### config.mk
export PLATFORM = sky130hd
export DESIGN_NAME = pipeline_hazard_ctrl
export DESIGN_NICKNAME = d
export VERILOG_FILES = /design/src/rtl/pipeline_hazard_ctrl.sv
export SDC_FILE = /design/constraint.sdc
export NUM_CORES = 1
export LEC_CHECK = 0
export ABC_AREA = 1
export BUFFER_PORTS_ARGS = -buffer_cell sky130_fd_sc_hd__buf_4
export CORE_ASPECT_RATIO = 0.8
export CORE_MARGIN = 3
export CORE_UTILIZATION = 40
export CTS_CLUSTER_DIAMETER = 40
export DETAILED_ROUTE_END_ITERATION = 10
export PLACE_DENSITY_LB_ADDON = 0.1
export SYNTH_ARGS = -nofsm -noshare
export SYNTH_HDL_FRONTEND = slang
export SYNTH_SLANG_ARGS = --single-unit
### constraint.sdc
create_clock -name clk -period 2 [get_ports clk]
set_input_delay 0.1 -clock clk [delete_from_list [all_inputs] [get_ports clk]]
set_output_delay 0.1 -clock clk [all_outputs]
set_load 0.03 [all_outputs]
### src/rtl/pipeline_hazard_ctrl.sv
// ----------------------------------------------------------------------------
// pipeline_hazard_ctrl
//
// Central sequencer for the 5-stage pipeline. It drives the PC enable and the
// load enable / bubble-flush of the IF_ID, ID_EX, EX_MEM and MEM_WB pipeline
// registers. It also
//   - primes the pipe with bubbles for INIT_CYCLES clocks after reset,
//   - resolves load-use hazards, taken branches (resolved in EX) and
//     multi-cycle data-memory accesses (completed in MEM),
//   - keeps saturating stall/flush counters and a sticky memory-timeout flag.
//
// Ports
//   clk, rst_n             clock (rising edge), async active-low reset
//   i_id_rs1/rs2           ID-stage source registers
//   i_id_use_rs1/rs2       ID instruction actually reads rs1/rs2
//   i_ex_moe, i_ex_rd      EX instruction is a load, and its destination
//   i_ex_br_taken          branch/jump taken, resolved in EX
//   i_mem_moe/mwr          MEM-stage read / write
//   i_mem_ack              data memory completes the access this cycle
//   o_mem_req              data-memory request
//   o_pc_en, o_pc_sel_br   PC update enable, PC loads branch target
//   o_*_en                 pipeline-register load enables
//   o_*_flush              load a bubble instead of data
//   o_stall_cnt            RUN/MEM_WAIT cycles with the PC held (saturating)
//   o_flush_cnt            taken-branch flush events (saturating)
//   o_mem_err              sticky: a memory access timed out
//
// State table
//   state       | meaning
//   ------------+-----------------------------------------------------------
//   ST_INIT     | post-reset bubble priming, PC held, every stage flushed
//   ST_RUN      | normal flow, hazard logic active
//   ST_MEM_WAIT | MEM access outstanding, upstream frozen, bubbles into WB
// ----------------------------------------------------------------------------
module pipeline_hazard_ctrl #(
    parameter int unsigned RAW         = 5,
    parameter int unsigned INIT_CYCLES = 4,
    parameter int unsigned MEM_TIMEOUT = 16,
    parameter int unsigned CNT_W       = 16
) (
    input  logic             clk,
    input  logic             rst_n,
    input  logic [RAW-1:0]   i_id_rs1,
    input  logic [RAW-1:0]   i_id_rs2,
    input  logic             i_id_use_rs1,
    input  logic             i_id_use_rs2,
    input  logic             i_ex_moe,
    input  logic [RAW-1:0]   i_ex_rd,
    input  logic             i_ex_br_taken,
    input  logic             i_mem_moe,
    input  logic             i_mem_mwr,
    input  logic             i_mem_ack,
    output logic             o_mem_req,
    output logic             o_pc_en,
    output logic             o_pc_sel_br,
    output logic             o_ifid_en,
    output logic             o_idex_en,
    output logic             o_exmem_en,
    output logic             o_memwb_en,
    output logic             o_ifid_flush,
    output logic             o_idex_flush,
    output logic             o_memwb_flush,
    output logic [CNT_W-1:0] o_stall_cnt,
    output logic [CNT_W-1:0] o_flush_cnt,
    output logic             o_mem_err
);

    typedef enum logic [1:0] {
        ST_INIT     = 2'd0,
        ST_RUN      = 2'd1,
        ST_MEM_WAIT = 2'd2
    } state_t;

    localparam logic [3:0]       LP_INIT_LAST = 4'(INIT_CYCLES - 1);
    localparam logic [7:0]       LP_TIMEOUT   = 8'(MEM_TIMEOUT);
    localparam logic [CNT_W-1:0] LP_CNT_ONE   = {{(CNT_W-1){1'b0}}, 1'b1};

    state_t           r_state;
    logic [3:0]       r_init_cnt;
    logic [7:0]       r_wait_cnt;
    logic [CNT_W-1:0] r_stall_cnt;
    logic [CNT_W-1:0] r_flush_cnt;
    logic             r_mem_err;

    logic w_acc;
    logic w_timeout;
    logic w_freeze;
    logic w_eval;
    logic w_branch;
    logic w_load_use;

    assign w_acc = i_mem_moe | i_mem_mwr;

    // The wait counter holds the number of frozen cycles already spent on the
    // outstanding access (the RUN cycle that first saw it counts as one). Once
    // MEM_TIMEOUT cycles have been spent, the next cycle without ack drops it.
    assign w_timeout = (r_state == ST_MEM_WAIT) && !i_mem_ack && (r_wait_cnt == LP_TIMEOUT);

    assign w_freeze = ((r_state == ST_RUN) && w_acc && !i_mem_ack) ||
                      ((r_state == ST_MEM_WAIT) && !i_mem_ack && !w_timeout);

    // The MEM_WAIT release cycle also advances EX, so a branch or load-use
    // sitting behind the frozen access must be resolved in that same cycle.
    assign w_eval = ((r_state == ST_RUN) || (r_state == ST_MEM_WAIT)) && !w_freeze;

    assign w_branch = w_eval && i_ex_br_taken;

    assign w_load_use = w_eval && !i_ex_br_taken && i_ex_moe && (i_ex_rd != '0) &&
                        ((i_id_use_rs1 && (i_id_rs1 == i_ex_rd)) ||
                         (i_id_use_rs2 && (i_id_rs2 == i_ex_rd)));

    always_comb begin
        o_mem_req     = 1'b0;
        o_pc_en       = 1'b1;
        o_pc_sel_br   = 1'b0;
        o_ifid_en     = 1'b1;
        o_idex_en     = 1'b1;
        o_exmem_en    = 1'b1;
        o_memwb_en    = 1'b1;
        o_ifid_flush  = 1'b0;
        o_idex_flush  = 1'b0;
        o_memwb_flush = 1'b0;
        case (r_state)
            ST_INIT: begin
                o_pc_en       = 1'b0;
                o_ifid_flush  = 1'b1;
                o_idex_flush  = 1'b1;
                o_memwb_flush = 1'b1;
            end
            ST_RUN, ST_MEM_WAIT: begin
                o_mem_req = (r_state == ST_MEM_WAIT) ? 1'b1 : w_acc;
                if (w_freeze) begin
                    o_pc_en       = 1'b0;
                    o_ifid_en     = 1'b0;
                    o_idex_en     = 1'b0;
                    o_exmem_en    = 1'b0;
                    o_memwb_flush = 1'b1;
                end else begin
                    // A timed-out access is dropped: WB gets a bubble.
                    o_memwb_flush = w_timeout;
                    if (w_branch) begin
                        o_pc_sel_br  = 1'b1;
                        o_ifid_flush = 1'b1;
                        o_idex_flush = 1'b1;
                    end else if (w_load_use) begin
                        o_pc_en      = 1'b0;
                        o_ifid_en    = 1'b0;
                        o_idex_flush = 1'b1;
                    end
                end
            end
            default: begin
                o_pc_en = 1'b0;
            end
        endcase
    end

    always_ff @(posedge clk or negedge rst_n) begin
        if (!rst_n) begin
            r_state    <= ST_INIT;
            r_init_cnt <= '0;
            r_wait_cnt <= '0;
            r_mem_err  <= 1'b0;
        end else begin
            case (r_state)
                ST_INIT: begin
                    if (r_init_cnt == LP_INIT_LAST) begin
                        r_init_cnt <= '0;
                        r_state    <= ST_RUN;
                    end else begin
                        r_init_cnt <= r_init_cnt + 4'd1;
                    end
                end
                ST_RUN: begin
                    if (w_acc && !i_mem_ack) begin
                        r_wait_cnt <= 8'd1;
                        r_state    <= ST_MEM_WAIT;
                    end
                end
                ST_MEM_WAIT: begin
                    if (i_mem_ack) begin
                        r_wait_cnt <= '0;
                        r_state    <= ST_RUN;
                    end else if (w_timeout) begin
                        r_wait_cnt <= '0;
                        r_mem_err  <= 1'b1;
                        r_state    <= ST_RUN;
                    end else begin
                        r_wait_cnt <= r_wait_cnt + 8'd1;
                    end
                end
                default: begin
                    r_state <= ST_INIT;
                end
            endcase
        end
    end

    always_ff @(posedge clk or negedge rst_n) begin
        if (!rst_n) begin
            r_stall_cnt <= '0;
            r_flush_cnt <= '0;
        end else begin
            if ((r_state != ST_INIT) && !o_pc_en && (r_stall_cnt != '1)) begin
                r_stall_cnt <= r_stall_cnt + LP_CNT_ONE;
            end
            if (o_pc_sel_br && (r_flush_cnt != '1)) begin
                r_flush_cnt <= r_flush_cnt + LP_CNT_ONE;
            end
        end
    end

    assign o_stall_cnt = r_stall_cnt;
    assign o_flush_cnt = r_flush_cnt;
    assign o_mem_err   = r_mem_err;

endmodule

==> impl_metrics.py, run 1 <==
metrics = {
    "cells_and_area": {
        "layout-drive-gt1-share_pct": 25.3,
        "final_cells": 622,
        "final_area_mm2": 0.00409,
        "area_growth_pct": 32.3,
        "antennaDiodeCount": 0,
        "final_nets": 550,
        "fin_util_pct": 54.8,
    },
    "global_routing": {
        "grt_usage_pct": 17.5,
        "antenna_found_initial": 0,
        "grt_max_degree": 48,
        "grt_pass1_vias": 2840,
        "grt_overflow": 0,
        "grt_first_pass_wirelength_um": 13000,
    },
    "critical_path": {
        "crit_arrival_ns": 1.87,
        "reg2reg_depth": 13,
        "required_ns": 1.90,
        "end_kind": "output port",
        "crit_type": "reg2out",
        "startpoint_type": "flop",
        "critPathMaxFanout": 4,
    },
    "synthesis": {
        "synthesis.nets": 461,
        "synth_edf_count": 0,
        "synthCells": 427,
        "seq_area_frac_synth_pct": 38.0,
        "synth_most_common_cell": "nand2_1",
        "ys_warn_count": 0,
        "yosysTopAreaCell": "dfrtp_1",
        "syn_area_mm2": 0.00309,
        "synthArstFlopShare_pct": 100,
        "synth_seq_cells": 47,
        "yosysTopAreaCellShare_pct": 38.0,
        "synthTopCellsByCount": "nand2_1, inv_1, dfrtp_1",
        "synth_ff_type": "dfrtp_1",
        "synth_cell_types": 34,
        "synth_area_leaders": "dfrtp_1, nand2_1, inv_1, xor2_1, nand4_1",
        "avgSynthCellArea_um2": 7.24,
    },
    "routing": {
        "antenna_left": 0,
        "first_iter_violations": 123,
        "wl_um": 7640,
        "dr.pass1.iters": 4,
        "vias": 2952,
        "via_per_inst": 4.75,
        "routedWlPerCell_um": 12.3,
        "drc_errors": 0,
    },
    "cts": {
        "clk-insertion-delay-late_ns": 0.30,
        "cts_tree": "built",
        "max-clock-path-buffers": 2,
        "numCtsBuffers": 5,
        "cts-root-buf": "clkbuf_8",
        "cts.htree.levels": 2,
        "clock_sinks": 47,
        "clk_pin_slew_ns": 0.08,
    },
    "floorplan": {
        "core_area_mm2": 0.00746,
        "die_height_um": 84.6,
        "die_area_mm2": 0.00883,
        "io_pins": 67,
        "row_count": 28,
        "die_w_um": 104,
        "initial_utilization_pct": 41.4,
    },
    "timing": {
        "maxSlewViolCount": 0,
        "min_period_over_period_pct": 98.4,
        "max_freq_mhz": 508,
        "min_period_ns": 1.97,
        "worst_pin_slew_ns": 0.616,
        "fin_skew_ns": 0.00460,
        "max_slew_margin_pct": 58.9,
        "rsz0062_at_grt": "true",
        "hold_viol_final": 0,
        "fin_ws_ns": 0.0321,
        "tns_ns": 0,
        "setup_viol": 0,
    },
    "placement": {
        "place_congestion": 0.856,
        "port_buffers": 65,
        "dp.cells": 596,
        "placed_cell_area_mm2": 0.00374,
        "dp_worst_setup_slack_ns": 0.117,
        "dp_hpwl_um": 5590,
    },
    "flow_run": {
        "maxCapViolCount": 0,
    },
    "power": {
        "max-vdd-ir-drop_mv": 0.733,
        "power.leakage_uw": 0.00208,
        "power_density_mw_per_mm2": 1360,
    },
    "status": {
        "outcome": "finished, final reports clean",
    },
    "min_path": {
        "hold_depth": 4,
        "min_path_type": "in2reg",
    },
}
## sequential cells by signal, summed over array words and instances, names as in the netlist
name         cells
o_stall_cnt     16
o_mem_err        1
r_init_cnt       4
o_flush_cnt     16
r_state          2
r_wait_cnt       8
## routing by layer
| metal | vias to the layer above | wire [um] | global-route usage, % |
|---|---|---|---|
| met2 | 36 | 3540 | 28.2 |
| met3 | 7 | 198 | 2.92 |
| li1 | 1540 | - | - |
| met5 | - | 0 | 0 |
| met4 | 0 | 63 | 4.47 |
| met1 | 1369 | 3840 | 24.7 |
## final cells by class
cell class,instances,area [um^2]
well taps,105,131
fillers,722,3370
multi-input cells,304,1690
flip-flops and latches,47,1180
repair buffers,93,741
clock buffers,8,100
inverters,65,251
## worst max-delay path, cell delays in order (launching register included)
cell and delay (ns):
dfrtp_1 0.39, inv_2 0.09, ha_4 0.13, nand2_2 0.05, nor2_2 0.10, nand2_2 0.10, buf_4 0.17, nor3_4 0.17
o21ai_2 0.09, a21oi_2 0.13, buf_6 0.15
## cell families after synthesis
family,after synthesis,synth area share [%]
AOI/OAI and AO/OA,41,7.41
xor gates and xnor gates,26,7.37
adders and majority gates,10,4.05
buffers and inverters,76,10.3
DFF,47,38.0
other,1,0.121
and+or+nand+nor,226,32.7
## path summary, 6_finish.rpt
| kind | from | to | slack (ns) |
|---|---|---|---|
| max reg2reg | r_wait_cnt[0] | o_stall_cnt[2] | 0.13 |
| min reg2reg | o_mem_err | o_mem_err | 0.49 |
| max | r_wait_cnt[0] | o_memwb_flush | 0.03 |
| min in group asynchronous | rst_n | r_wait_cnt[4] | 0.34 |
| max in group asynchronous | rst_n | o_stall_cnt[3] | 1.23 |
| min | i_mem_ack | r_wait_cnt[0] | 0.25 |
## power by group
part           internal [uW]  total, uW  switching [uW]
logic                   1410       3490            2080
clock network            316        632             316
registers               1190       1430             242
## metrics by stage
| step | hold WS, ns | total power, uW |
|---|---|---|
| after floorplan | -0.196 | 3420 |
| after global placement | 0.155 | 4320 |
| after detailed placement | 0.158 | 4390 |
| after CTS | 0.151 | 5140 |
| after global routing | 0.295 | 5970 |
| final | 0.246 | 5560 |
## cell usage in the layout, fill, tap and decap left out, types with 3 or more instances in the layout
master,Yosys,routed
xor2_1,20,20
nor2_1,37,35
nand3_1,22,21
nand2_1,116,113
nand2_2,3,5
a21oi_1,13,12
o21ai_0,18,16
inv_1,64,58
buf_4,2,86
nand4_1,23,23
ha_1,10,7
nor3_1,14,11
o21ai_1,4,4
nand3b_1,3,3
dfrtp_1,47,47
inv_2,1,5
xnor2_1,6,6
buf_6,3,4
clkbuf_8,0,7
## what timing repair did
action                     CTS  global route
buffers inserted             6            11
hold endpoints to repair    47             0
hold buffers                 1             0
pin swaps                    3             7
setup endpoints to repair    6            18
resized for setup            8            28
cloned                       0             0
(Power assumes the default switching activity.)
==> inputs of run 2 (changes only) <==
--- a/config.mk
+++ b/config.mk
@@ -12,6 +12,8 @@
 export CORE_UTILIZATION = 40
 export CTS_CLUSTER_DIAMETER = 40
 export DETAILED_ROUTE_END_ITERATION = 10
+export GPL_ROUTABILITY_DRIVEN = 0
+export GPL_TIMING_DRIVEN = 0
 export PLACE_DENSITY_LB_ADDON = 0.1
 export SYNTH_ARGS = -nofsm -noshare
 export SYNTH_HDL_FRONTEND = slang
==> impl_metrics.py, run 2 (synthesized netlist as in run 1, its figures left out) <==
metrics = {
    "power": {
        "comb_power_share_pct": 60.7,
        "switching_share_pct": 47.5,
        "p_switching_uw": 2650,
        "max-vdd-ir-drop_mv": 0.979,
        "internal_power_uw": 2930,
        "seqPwrFrac_pct": 26.0,
        "power.leakage_uw": 0.00208,
        "power_density_mw_per_mm2": 1370,
        "pwr-share-clk_pct": 13.3,
    },
    "cells_and_area": {
        "final_nets": 547,
        "seq_area_mm2": 0.00118,
        "multiInputGateArea_mm2": 0.00170,
        "final_common_cell": "nand2_1",
        "final_cell_mix": "nand2_1, buf_4, inv_1, dfrtp_1, nor2_1",
        "fin_util_pct": 54.6,
        "antennaDiodeCount": 0,
        "nFillCells": 715,
        "layout-drive-gt1-share_pct": 25.7,
        "area_growth_pct": 31.9,
    },
    "critical_path": {
        "critical-path-top-delay-family": "buffers and inverters",
        "crit_arrival_ns": 1.83,
        "max_stage_delay_ns": 0.40,
        "r2r_setup_slack_ns": 0.14,
        "crit_chain": "buf_4, ha_1, nand2_1, nand3_2, a21o_1, buf_8, clkinv_4, buf_6",
        "critPathMaxFanout": 8,
        "startpoint_type": "flop",
        "end_kind": "output port",
        "required_ns": 1.90,
        "crit_type": "reg2out",
        "crit_buf_inv": 4,
        "crit_slowest_cell": "dfrtp_1",
    },
    "cts": {
        "cts-root-buf": "clkbuf_8",
        "clk-insertion-delay-late_ns": 0.31,
        "numCtsBuffers": 5,
        "max-clock-path-buffers": 2,
        "cts.htree.levels": 2,
        "clk_pin_slew_ns": 0.09,
        "clock_sinks": 47,
        "cts_tree": "built",
    },
    "routing": {
        "antenna_left": 0,
        "vias": 2937,
        "first_iter_violations": 177,
        "routedWlPerCell_um": 12.4,
        "dr.pass1.iters": 4,
        "via_per_inst": 4.74,
        "wl_um": 7660,
        "drc_errors": 0,
    },
    "global_routing": {
        "grt_first_pass_wirelength_um": 12800,
        "grt_pass1_vias": 2745,
        "grt_max_degree": 48,
        "grt_overflow": 0,
        "grt_usage_pct": 17.4,
        "antenna_found_initial": 0,
    },
    "timing": {
        "min_period_ns": 1.93,
        "hold_slack_ns": 0.205,
        "hold_viol_final": 0,
        "setup_viol": 0,
        "worst_pin_slew_ns": 0.607,
        "maxSlewViolCount": 0,
        "max_freq_mhz": 518,
        "rsz0062_at_grt": "true",
        "max_slew_margin_pct": 59.5,
        "min_period_over_period_pct": 96.6,
        "fin_skew_ns": 0.00589,
    },
    "floorplan": {
        "initial_utilization_pct": 41.4,
        "core_area_mm2": 0.00746,
        "io_pins": 67,
        "die_w_um": 104,
        "die_height_um": 84.6,
        "row_count": 28,
        "die_area_mm2": 0.00883,
    },
    "flow_run": {
        "maxCapViolCount": 0,
    },
    "min_path": {
        "min_path_type": "in2reg",
    },
    "placement": {
        "dp_hpwl_um": 5550,
        "port_buffers": 65,
    },
    "status": {
        "outcome": "finished, final reports clean",
    },
}
==> run 2: cell count changes in the layout (fill, tap and decap cells not counted), moves of 2 or more <==
cell / change
buf_12: -2
buf_4: -6
buf_6: +2
inv_2: +2
nand2_2: +3
nand2_1: -2
==> run 2: metrics by stage <==
step | TNS, ns | instances | power (uW) | worst slack (ns) | area [um^2]
final | 0 | 619 | 5580 | 0.0682 | 4080
after global routing | -0.316 | 619 | 6010 | -0.0629 | 4080
after CTS | -0.0228 | 611 | 5340 | -0.0228 | 3910
after detailed placement | -0.194 | 597 | 4360 | -0.0588 | 3710
after global placement | -0.0604 | 597 | 4330 | -0.0465 | 3710
after floorplan | 0 | 427 | 3420 | 0.0881 | 3090
==> run 2: layout make-up <==
class	count	area share (%)
Clock buffer	6	2.03
Tap cell	105	3.22
Buffer	9	1.96
Timing Repair Buffer	81	15.3
Clock inverter	2	0.859
Inverter	65	6.11
Multi-Input combinational cell	304	41.7
Sequential cell	47	28.9
==> run 2: routing by layer <==
metal  vias up  share of wire, %  wire length (um)  global-route usage [%]
li1       1537                 -                 -                       -
met1      1343                50              3820                    24.4
met4         0              0.97                74                    4.35
met2        48                46              3530                    27.8
met3         9               3.1               236                    3.07
met5         -                 0                 0                       0
==> run 2: what timing repair did <==
item	4_1_cts	5_1_grt
endpoints found under the hold margin	47	0
resized for setup	15	33
endpoints found under the setup margin	17	38
setup buffers	6	9
pin swaps	2	9
hold buffers	1	0
cloned	0	0
==> run 2: path summary, 6_finish.rpt <==
| check | end | from | cells past startpoint |
|---|---|---|---|
| worst min-delay path | r_wait_cnt[0] | i_mem_ack | 4 |
| worst max register to register | o_stall_cnt[6] | r_state[1] | 10 |
| min in group asynchronous | r_wait_cnt[6] | rst_n | 2 |
| worst min register to register | o_mem_err | o_mem_err | 1 |
| worst max-delay path | o_pc_en | r_state[0] | 8 |
| max in group asynchronous | r_state[1] | rst_n | 2 |
==> run 2: tightest hold or removal path, delay by kind of cell <==
family                 cells  cell delay [ns]
AO/OA/AOI/OAI              2             0.19
buffers and inverters      1             0.14
AND/OR/NAND/NOR            1             0.05
==> run 2: power by group through the flow <==
stage | sequential, uW | combinational (uW) | clock, uW
2_1_floorplan | 1740 | 1680 | 0
3_3_place_gp | 1460 | 2870 | 0
3_5_place_dp | 1460 | 2900 | 0
4_1_cts | 1440 | 3140 | 766
5_1_grt | 1490 | 3710 | 807
6_report | 1450 | 3390 | 743
